**config.mk**
```make
export PLATFORM = sky130hd
export DESIGN_NAME = rename_map_ckpt_flat
export DESIGN_NICKNAME = d
export VERILOG_FILES = /design/src/rtl/rename_map_ckpt_pkg.sv /design/src/rtl/rename_map_ckpt_if.sv /design/src/rtl/rename_map_ckpt_ring.sv /design/src/rtl/rename_map_ckpt.sv /design/src/flat_wrapper.sv
export SDC_FILE = /design/constraint.sdc
export NUM_CORES = 1
export LEC_CHECK = 0
export ABC_CLOCK_PERIOD_IN_PS = 10930
export CAP_MARGIN = 10
export CORE_ASPECT_RATIO = 1.1
export CORE_MARGIN = 5
export CORE_UTILIZATION = 62
export CTS_CLUSTER_DIAMETER = 30
export CTS_CLUSTER_SIZE = 10
export DETAILED_ROUTE_END_ITERATION = 10
export GPL_ROUTABILITY_DRIVEN = 0
export GPL_TIMING_DRIVEN = 0
export HOLD_SLACK_MARGIN = 0.15
export PLACE_DENSITY = 0.87
export SLEW_MARGIN = 20
export SYNTH_ARGS = -nofsm -noshare
export SYNTH_HDL_FRONTEND = slang
export SYNTH_HIERARCHICAL = 1
export SYNTH_SLANG_ARGS = --single-unit
```
**constraint.sdc**
```tcl
create_clock -name clk -period 10.93 [get_ports clk]
set_clock_uncertainty 0.1 [all_clocks]
set_input_delay 1.6395 -clock clk [delete_from_list [all_inputs] [get_ports clk]]
set_output_delay 1.6395 -clock clk [all_outputs]
set_load 0.05 [all_outputs]
```
**src/rtl/rename_map_ckpt_pkg.sv**
```systemverilog
// Rename map configuration and shared types.
// Imported by the map, its checkpoint ring and the bus interface.
package rename_pkg;

  localparam int NUM_ARCH = 16;
  localparam int NUM_PHYS = 32;
  localparam int RD_PORTS = 4;
  localparam int WR_PORTS = 2;
  localparam int NUM_CKPT = 4;

  localparam int ARCH_W = $clog2(NUM_ARCH);
  localparam int PHYS_W = $clog2(NUM_PHYS);
  localparam int CK_W   = $clog2(NUM_CKPT);

  typedef logic [ARCH_W-1:0] arch_t;
  typedef logic [PHYS_W-1:0] phys_t;
  typedef logic [CK_W-1:0]   ckpt_id_t;
  typedef logic [CK_W:0]     ckpt_cnt_t;
  typedef phys_t [NUM_ARCH-1:0] map_t;

  function automatic map_t identity_map();
    map_t m;
    for (int i = 0; i < NUM_ARCH; i++) begin
      m[i] = phys_t'(i);
    end
    return m;
  endfunction

endpackage

```
**src/rtl/rename_map_ckpt_if.sv**
```systemverilog
// Rename control <-> alias table bus.
// master = rename/branch control, slave = the map.
interface rename_map_ckpt_if;
  import rename_pkg::*;

  arch_t [RD_PORTS-1:0] rd_addr;
  phys_t [RD_PORTS-1:0] rd_data;
  logic  [WR_PORTS-1:0] wr_en;
  arch_t [WR_PORTS-1:0] wr_addr;
  phys_t [WR_PORTS-1:0] wr_data;
  logic                 ckpt_save;
  ckpt_id_t             ckpt_save_id;
  logic                 ckpt_restore;
  ckpt_id_t             ckpt_restore_id;
  logic                 ckpt_free;
  ckpt_cnt_t            ckpt_count;
  logic                 ckpt_full;
  logic                 ckpt_empty;
  logic                 restore_err;

  modport master (
    output rd_addr, wr_en, wr_addr, wr_data,
    output ckpt_save, ckpt_restore,
    output ckpt_restore_id, ckpt_free,
    input  rd_data, ckpt_save_id, ckpt_count,
    input  ckpt_full, ckpt_empty, restore_err
  );

  modport slave (
    input  rd_addr, wr_en, wr_addr, wr_data,
    input  ckpt_save, ckpt_restore,
    input  ckpt_restore_id, ckpt_free,
    output rd_data, ckpt_save_id, ckpt_count,
    output ckpt_full, ckpt_empty, restore_err
  );

endinterface

```
**src/rtl/rename_map_ckpt_ring.sv**
```systemverilog
// Checkpoint ring pointers: head/tail/count,
// live-id check for restore and the error pulse.
module ckpt_ring
  import rename_pkg::*;
(
  input  logic      clk,
  input  logic      rst,
  input  logic      i_save,
  input  logic      i_restore,
  input  ckpt_id_t  i_restore_id,
  input  logic      i_free,
  output logic      o_save_ok,
  output logic      o_restore_ok,
  output ckpt_id_t  o_save_id,
  output ckpt_cnt_t o_count,
  output logic      o_full,
  output logic      o_empty,
  output logic      o_err
);

  ckpt_id_t  r_head;
  ckpt_id_t  r_tail;
  ckpt_cnt_t r_cnt;
  logic      r_err;

  ckpt_id_t  w_age;
  logic      w_live;
  logic      w_full;
  ckpt_cnt_t w_cnt1;
  ckpt_id_t  w_tail1;
  logic      w_free_ok;
  logic      w_err;

  assign w_full  = (r_cnt == ckpt_cnt_t'(NUM_CKPT));
  assign w_age   = i_restore_id - r_head;
  assign w_live  = ({1'b0, w_age} < r_cnt);

  assign o_restore_ok = i_restore && w_live;
  // a valid restore squashes any save issued with it
  assign o_save_ok = i_save && !o_restore_ok
                  && (!w_full || i_free);

  // free sees the count left behind by a restore
  assign w_cnt1  = o_restore_ok ? {1'b0, w_age} : r_cnt;
  assign w_tail1 = o_restore_ok ? i_restore_id : r_tail;
  assign w_free_ok = i_free && (w_cnt1 != '0);

  assign w_err = (i_restore && !w_live)
              || (i_free && !o_restore_ok && r_cnt == '0);

  always_ff @(posedge clk) begin
    if (rst) begin
      r_head <= '0;
      r_tail <= '0;
      r_cnt  <= '0;
      r_err  <= 1'b0;
    end else begin
      r_head <= r_head + ckpt_id_t'(w_free_ok);
      r_tail <= w_tail1 + ckpt_id_t'(o_save_ok);
      r_cnt  <= w_cnt1 + ckpt_cnt_t'(o_save_ok)
                       - ckpt_cnt_t'(w_free_ok);
      r_err  <= w_err;
    end
  end

  assign o_save_id = r_tail;
  assign o_count   = r_cnt;
  assign o_full    = w_full;
  assign o_empty   = (r_cnt == '0);
  assign o_err     = r_err;

endmodule

```
**src/rtl/rename_map_ckpt.sv**
```systemverilog
// Register alias table with a ring of map
// snapshots for branch-mispredict recovery.
module rename_map_ckpt
  import rename_pkg::*;
(
  input  logic             clk,
  input  logic             rst,
  rename_map_ckpt_if.slave bus
);

  map_t     r_map;
  map_t     r_snap [NUM_CKPT];
  map_t     w_map_wr;
  map_t     w_map_nxt;
  logic     w_save_ok;
  logic     w_restore_ok;
  ckpt_id_t w_save_id;

  ckpt_ring u_ring (
    .clk          (clk),
    .rst          (rst),
    .i_save       (bus.ckpt_save),
    .i_restore    (bus.ckpt_restore),
    .i_restore_id (bus.ckpt_restore_id),
    .i_free       (bus.ckpt_free),
    .o_save_ok    (w_save_ok),
    .o_restore_ok (w_restore_ok),
    .o_save_id    (w_save_id),
    .o_count      (bus.ckpt_count),
    .o_full       (bus.ckpt_full),
    .o_empty      (bus.ckpt_empty),
    .o_err        (bus.restore_err)
  );

  assign bus.ckpt_save_id = w_save_id;

  always_comb begin
    bus.rd_data = '0;
    for (int p = 0; p < RD_PORTS; p++) begin
      bus.rd_data[p] = r_map[bus.rd_addr[p]];
    end
  end

  // younger port applied last so it wins on a clash
  always_comb begin
    w_map_wr = r_map;
    for (int w = 0; w < WR_PORTS; w++) begin
      if (bus.wr_en[w]) begin
        w_map_wr[bus.wr_addr[w]] = bus.wr_data[w];
      end
    end
  end

  assign w_map_nxt = w_restore_ok
                   ? r_snap[bus.ckpt_restore_id]
                   : w_map_wr;

  always_ff @(posedge clk) begin
    if (rst) begin
      r_map <= identity_map();
    end else begin
      r_map <= w_map_nxt;
    end
  end

  always_ff @(posedge clk) begin
    if (w_save_ok) begin
      r_snap[w_save_id] <= w_map_wr;
    end
  end

endmodule

```
**src/flat_wrapper.sv**
```systemverilog
// flat-port wrapper written by rule: the top's interface ports become plain ports
module rename_map_ckpt_flat import rename_pkg::*;
  (clk, rst, bus_rd_addr, bus_wr_en, bus_wr_addr, bus_wr_data, bus_ckpt_save, bus_ckpt_restore, bus_ckpt_restore_id, bus_ckpt_free, bus_rd_data, bus_ckpt_save_id, bus_ckpt_count, bus_ckpt_full, bus_ckpt_empty, bus_restore_err);
  rename_map_ckpt_if bus_i ();
  input  logic clk;
  input  logic rst;
  input wire logic [$bits(bus_i.rd_addr)-1:0] bus_rd_addr;
  input wire logic [$bits(bus_i.wr_en)-1:0] bus_wr_en;
  input wire logic [$bits(bus_i.wr_addr)-1:0] bus_wr_addr;
  input wire logic [$bits(bus_i.wr_data)-1:0] bus_wr_data;
  input wire logic [$bits(bus_i.ckpt_save)-1:0] bus_ckpt_save;
  input wire logic [$bits(bus_i.ckpt_restore)-1:0] bus_ckpt_restore;
  input wire logic [$bits(bus_i.ckpt_restore_id)-1:0] bus_ckpt_restore_id;
  input wire logic [$bits(bus_i.ckpt_free)-1:0] bus_ckpt_free;
  output wire logic [$bits(bus_i.rd_data)-1:0] bus_rd_data;
  output wire logic [$bits(bus_i.ckpt_save_id)-1:0] bus_ckpt_save_id;
  output wire logic [$bits(bus_i.ckpt_count)-1:0] bus_ckpt_count;
  output wire logic [$bits(bus_i.ckpt_full)-1:0] bus_ckpt_full;
  output wire logic [$bits(bus_i.ckpt_empty)-1:0] bus_ckpt_empty;
  output wire logic [$bits(bus_i.restore_err)-1:0] bus_restore_err;
  assign bus_i.rd_addr = bus_rd_addr;
  assign bus_i.wr_en = bus_wr_en;
  assign bus_i.wr_addr = bus_wr_addr;
  assign bus_i.wr_data = bus_wr_data;
  assign bus_i.ckpt_save = bus_ckpt_save;
  assign bus_i.ckpt_restore = bus_ckpt_restore;
  assign bus_i.ckpt_restore_id = bus_ckpt_restore_id;
  assign bus_i.ckpt_free = bus_ckpt_free;
  assign bus_rd_data = bus_i.rd_data;
  assign bus_ckpt_save_id = bus_i.ckpt_save_id;
  assign bus_ckpt_count = bus_i.ckpt_count;
  assign bus_ckpt_full = bus_i.ckpt_full;
  assign bus_ckpt_empty = bus_i.ckpt_empty;
  assign bus_restore_err = bus_i.restore_err;
  rename_map_ckpt u_core (.clk(clk), .rst(rst), .bus(bus_i));
endmodule
```
==> results.txt <==
----------------------------------------------------
[Cells and area]
  Post-route insts no fill ... 2,045
  N_diodes ... 0
  Combined area of the multi-input logic cells ... 7950 sq um
  Layout overhead on the synthesized area ... 17.0%
  Sequential cell area ... 11,400 sq um
  NumNets Final ... 1,623
  Count of fill cells added during filler insertion ... 1,818
  Share of cells above drive strength 1 ... 0.230
  Post-Layout Inst Area ... 23,300 sq um

[Yosys]
  Synth cell count leaders ... 320 x sky130_fd_sc_hd__edfxtp_1, 153 x sky130_fd_sc_hd__nor2_1, 138 x sky130_fd_sc_hd__a21oi_1
  Flip-flop cell with the highest count after synthesis ... sky130_fd_sc_hd__edfxtp_1
  Count of flip-flops with a built-in enable after synthesis ... 320
  Yosys warnings ... 6
  Avg Synthesized Cell Area ... 13.8 sq um
  Library cell with the largest summed area after synthesis ... sky130_fd_sc_hd__edfxtp_1
  Post-synthesis register bit count ... 408
  Post-synthesis cell area ... 19,900 sq um
  Asr flop ratio synth ... 0
  Net Count, Synth ... 1,488
  Post-synthesis sequential area ratio ... 0.571
  Most area-consuming cells after synthesis ... sky130_fd_sc_hd__edfxtp_1 48%, sky130_fd_sc_hd__mux4_2 13%, sky130_fd_sc_hd__dfxtp_1 8.8%
  Most repeated cell in the gate-level netlist after synthesis ... sky130_fd_sc_hd__edfxtp_1
  Fraction of post-synthesis cell area in the top cell type by area ... 0.482
  Gate count of the mapped netlist ... 1,440
  Synth cell types ... 65

[Die]
  DIE HEIGHT ... 198 um
  Die width ... 181 um
  Number of rows in the core area ... 68
  Die Footprint ... 35,800 sq um
  Ports placed on the boundary ... 71
  Initial core utilization ... 0.631
  Core Footprint ... 31,600 sq um

[Clocking]
  Number of sinks on the clock net ... 408
  Number of instances resized during post-cts repair ... 0
  Post-CTS Hold Fix Bufs ... 0
  Post-CTS Setup Bufs ... 0
  Max Buffers Root-to-Sink ... 3
  Num CTS Buffers ... 61
  Clock input transition at the sequential cells of the worst setup and hold paths ... 0.05 ns
  TritonCTS clock tree ... yes
  H-tree depth ... 2
  CTS Root Cell ... sky130_fd_sc_hd__clkbuf_16
  Latest clock arrival within the worst-skew pair ... 0.60 ns

[Routing]
  Final WL ... 59,700 um
  Initial DRC Count ... 2,692
  Count of TritonRoute iterations in the first routing pass ... 11
  Residual antenna-violating net count after detailed routing ... 0
  Post-route DRC violation count ... 1
  Mean routed wirelength per cell ... 29.2 um
  Via Count ... 15,000
  Number of vias per cell after detailed routing ... 7.36

[Worst setup path]
  Type of the worst setup path ... in2out
  Element type at the critical path start ... input port
  Required time worst endpoint ... 9.19 ns
  Arrival @ worst endpoint ... 4.39 ns
  Top fanout value on the critical path ... 10
  Crit. End Element ... output port

[Placed design]
  Worst setup slack after placement ... 4.58 ns
  Placed wire-length estimate after detailed placement ... 41,400 um
  Number of input and output port buffers inserted ... 56
  Placed instance area ... 21,300 sq um
  Dpl cells ... 1,932

[Global routing]
  Residual overflow from global routing ... 0
  Wire length of the first global-routing pass ... 88,900 um
  Number of antenna violations at the first check in global routing ... 1
  Vias in the first global route ... 14,700
  Pin count of the biggest net entering global routing ... 47
  Global routing usage summed across all routing layers ... 0.328

[Pwr]
  Switching power as a share of total power ... 0.334
  Power share of the sequential group ... 0.402
  Leakage ... 8.21 nW
  NetSw ... 2.05 mW
  Logic gate share of total power ... 0.287
  Design Power ... 6.13 mW
  Clock group share of total power ... 0.311
  Maximum vdd drop ... 161 uV
  Internal power of the cells ... 4.08 mW
  Power density cells ... 263 nW/um^2

[STA]
  Transition at the pin with the smallest max-transition slack ... 1.21 ns
  Setup violations, final ... 0
  Final count of pins violating max slew ... 0
  Max-slew headroom ... 0.188
  Post-route setup slack ... 4.80 ns
  Achievable Freq ... 163 MHz
  Final Hold Vio Count ... 0
  Final cycle utilization of the critical path ... 0.561
  Sum of negative setup slack ... 0 ns
  Setup repair after global routing missed its margin ... no
  Fin crit period ... 6.13 ns

[Worst hold path]
  Path category of the worst min-delay check ... reg2reg

[Job]
  Number of max-cap violations ... 0

[Run status]
  Failing checks ... design-rule violations
  Outcome ... complete, but fails checks

----------------------------------------------------
## metal layers
layer	GRT usage	up-vias	share of wire
li1	-	6045	-
met1	0.416	7124	0.33
met2	0.498	1478	0.44
met3	0.103	397	0.15
met4	0.198	2	0.080
met5	0	-	0.00018
## cell type report
| class | instances | area share |
|---|---|---|
| repair buffers | 72 | 0.0342 |
| multi-input cells | 927 | 0.341 |
| flip-flops and latches | 408 | 0.488 |
| inverters | 5 | 0.000805 |
| clock buffers | 78 | 0.0709 |
| clock inverters | 35 | 0.0166 |
| plain buffers | 100 | 0.0259 |
| well taps | 420 | 0.0225 |
## cells by family after synthesis
kind of cell / synth area share
xor+xnor: 0.00220
simple gates: 0.0728
flops: 0.571
buf+inv: 0.0312
compound gates: 0.123
mux: 0.197
fa+ha+maj: 0.00352
## worst max-delay path, stage by stage
cell,delay [ns]
sky130_fd_sc_hd__clkdlybuf4s50_1,0.57
sky130_fd_sc_hd__buf_2,0.39
sky130_fd_sc_hd__buf_2,0.35
sky130_fd_sc_hd__mux4_2,0.40
sky130_fd_sc_hd__a22oi_1,0.18
sky130_fd_sc_hd__nand2_1,0.13
sky130_fd_sc_hd__clkdlybuf4s50_1,0.72
## sequential cells by signal, indices dropped and copies added, names as in the netlist
signal and count:
u_core/u_ring/o_count 3, u_core/u_ring/o_err 1, u_core/u_ring/o_save_id 2, u_core/r_map 80
u_core/u_ring/r_head 2, u_core/r_snap 320
## worst paths after layout
kind / from / end / slack (ns) / cells after the start
min: u_core/u_ring/r_head[0] / u_core/u_ring/r_head[0] / 0.48 / 2
max reg2reg: u_core/u_ring/r_head[0] / u_core/r_snap[0][66] / 6.44 / 14
max: bus_rd_addr[5] / bus_rd_data[8] / 4.80 / 7
min reg2reg: u_core/u_ring/r_head[0] / u_core/u_ring/r_head[0] / 0.48 / 2
## cells in the final DEF, fill, tap and decap left out, types with 52 or more instances in the layout
master,instances
sky130_fd_sc_hd__a21oi_1,138
sky130_fd_sc_hd__clkbuf_16,63
sky130_fd_sc_hd__clkdlybuf4s50_1,56
sky130_fd_sc_hd__dfxtp_1,88
sky130_fd_sc_hd__edfxtp_1,320
sky130_fd_sc_hd__mux2_2,52
sky130_fd_sc_hd__mux4_2,112
sky130_fd_sc_hd__nand2_1,52
sky130_fd_sc_hd__nor2_1,152
sky130_fd_sc_hd__o22ai_1,66
## per-stage QoR
| step | util | hold slack, ns |
|---|---|---|
| floorplan | - | 0.432 |
| global placement | 0.666 | 0.455 |
| detailed placement | 0.674 | 0.481 |
| CTS | 0.738 | 0.489 |
| global route | 0.738 | 0.517 |
| finish | 0.738 | 0.484 |
## power by group through the flow
stage               Clock, mW  Sequential (mW)  Combinational (mW)
floorplan                   0             2.40                1.12
global placement            0             2.48                1.57
detailed placement          0             2.45                1.68
CTS                      1.92             2.43                1.70
global route             2.00             2.47                1.83
finish                   1.91             2.47                1.76
Note: power is estimated with default switching activity, not from simulation.
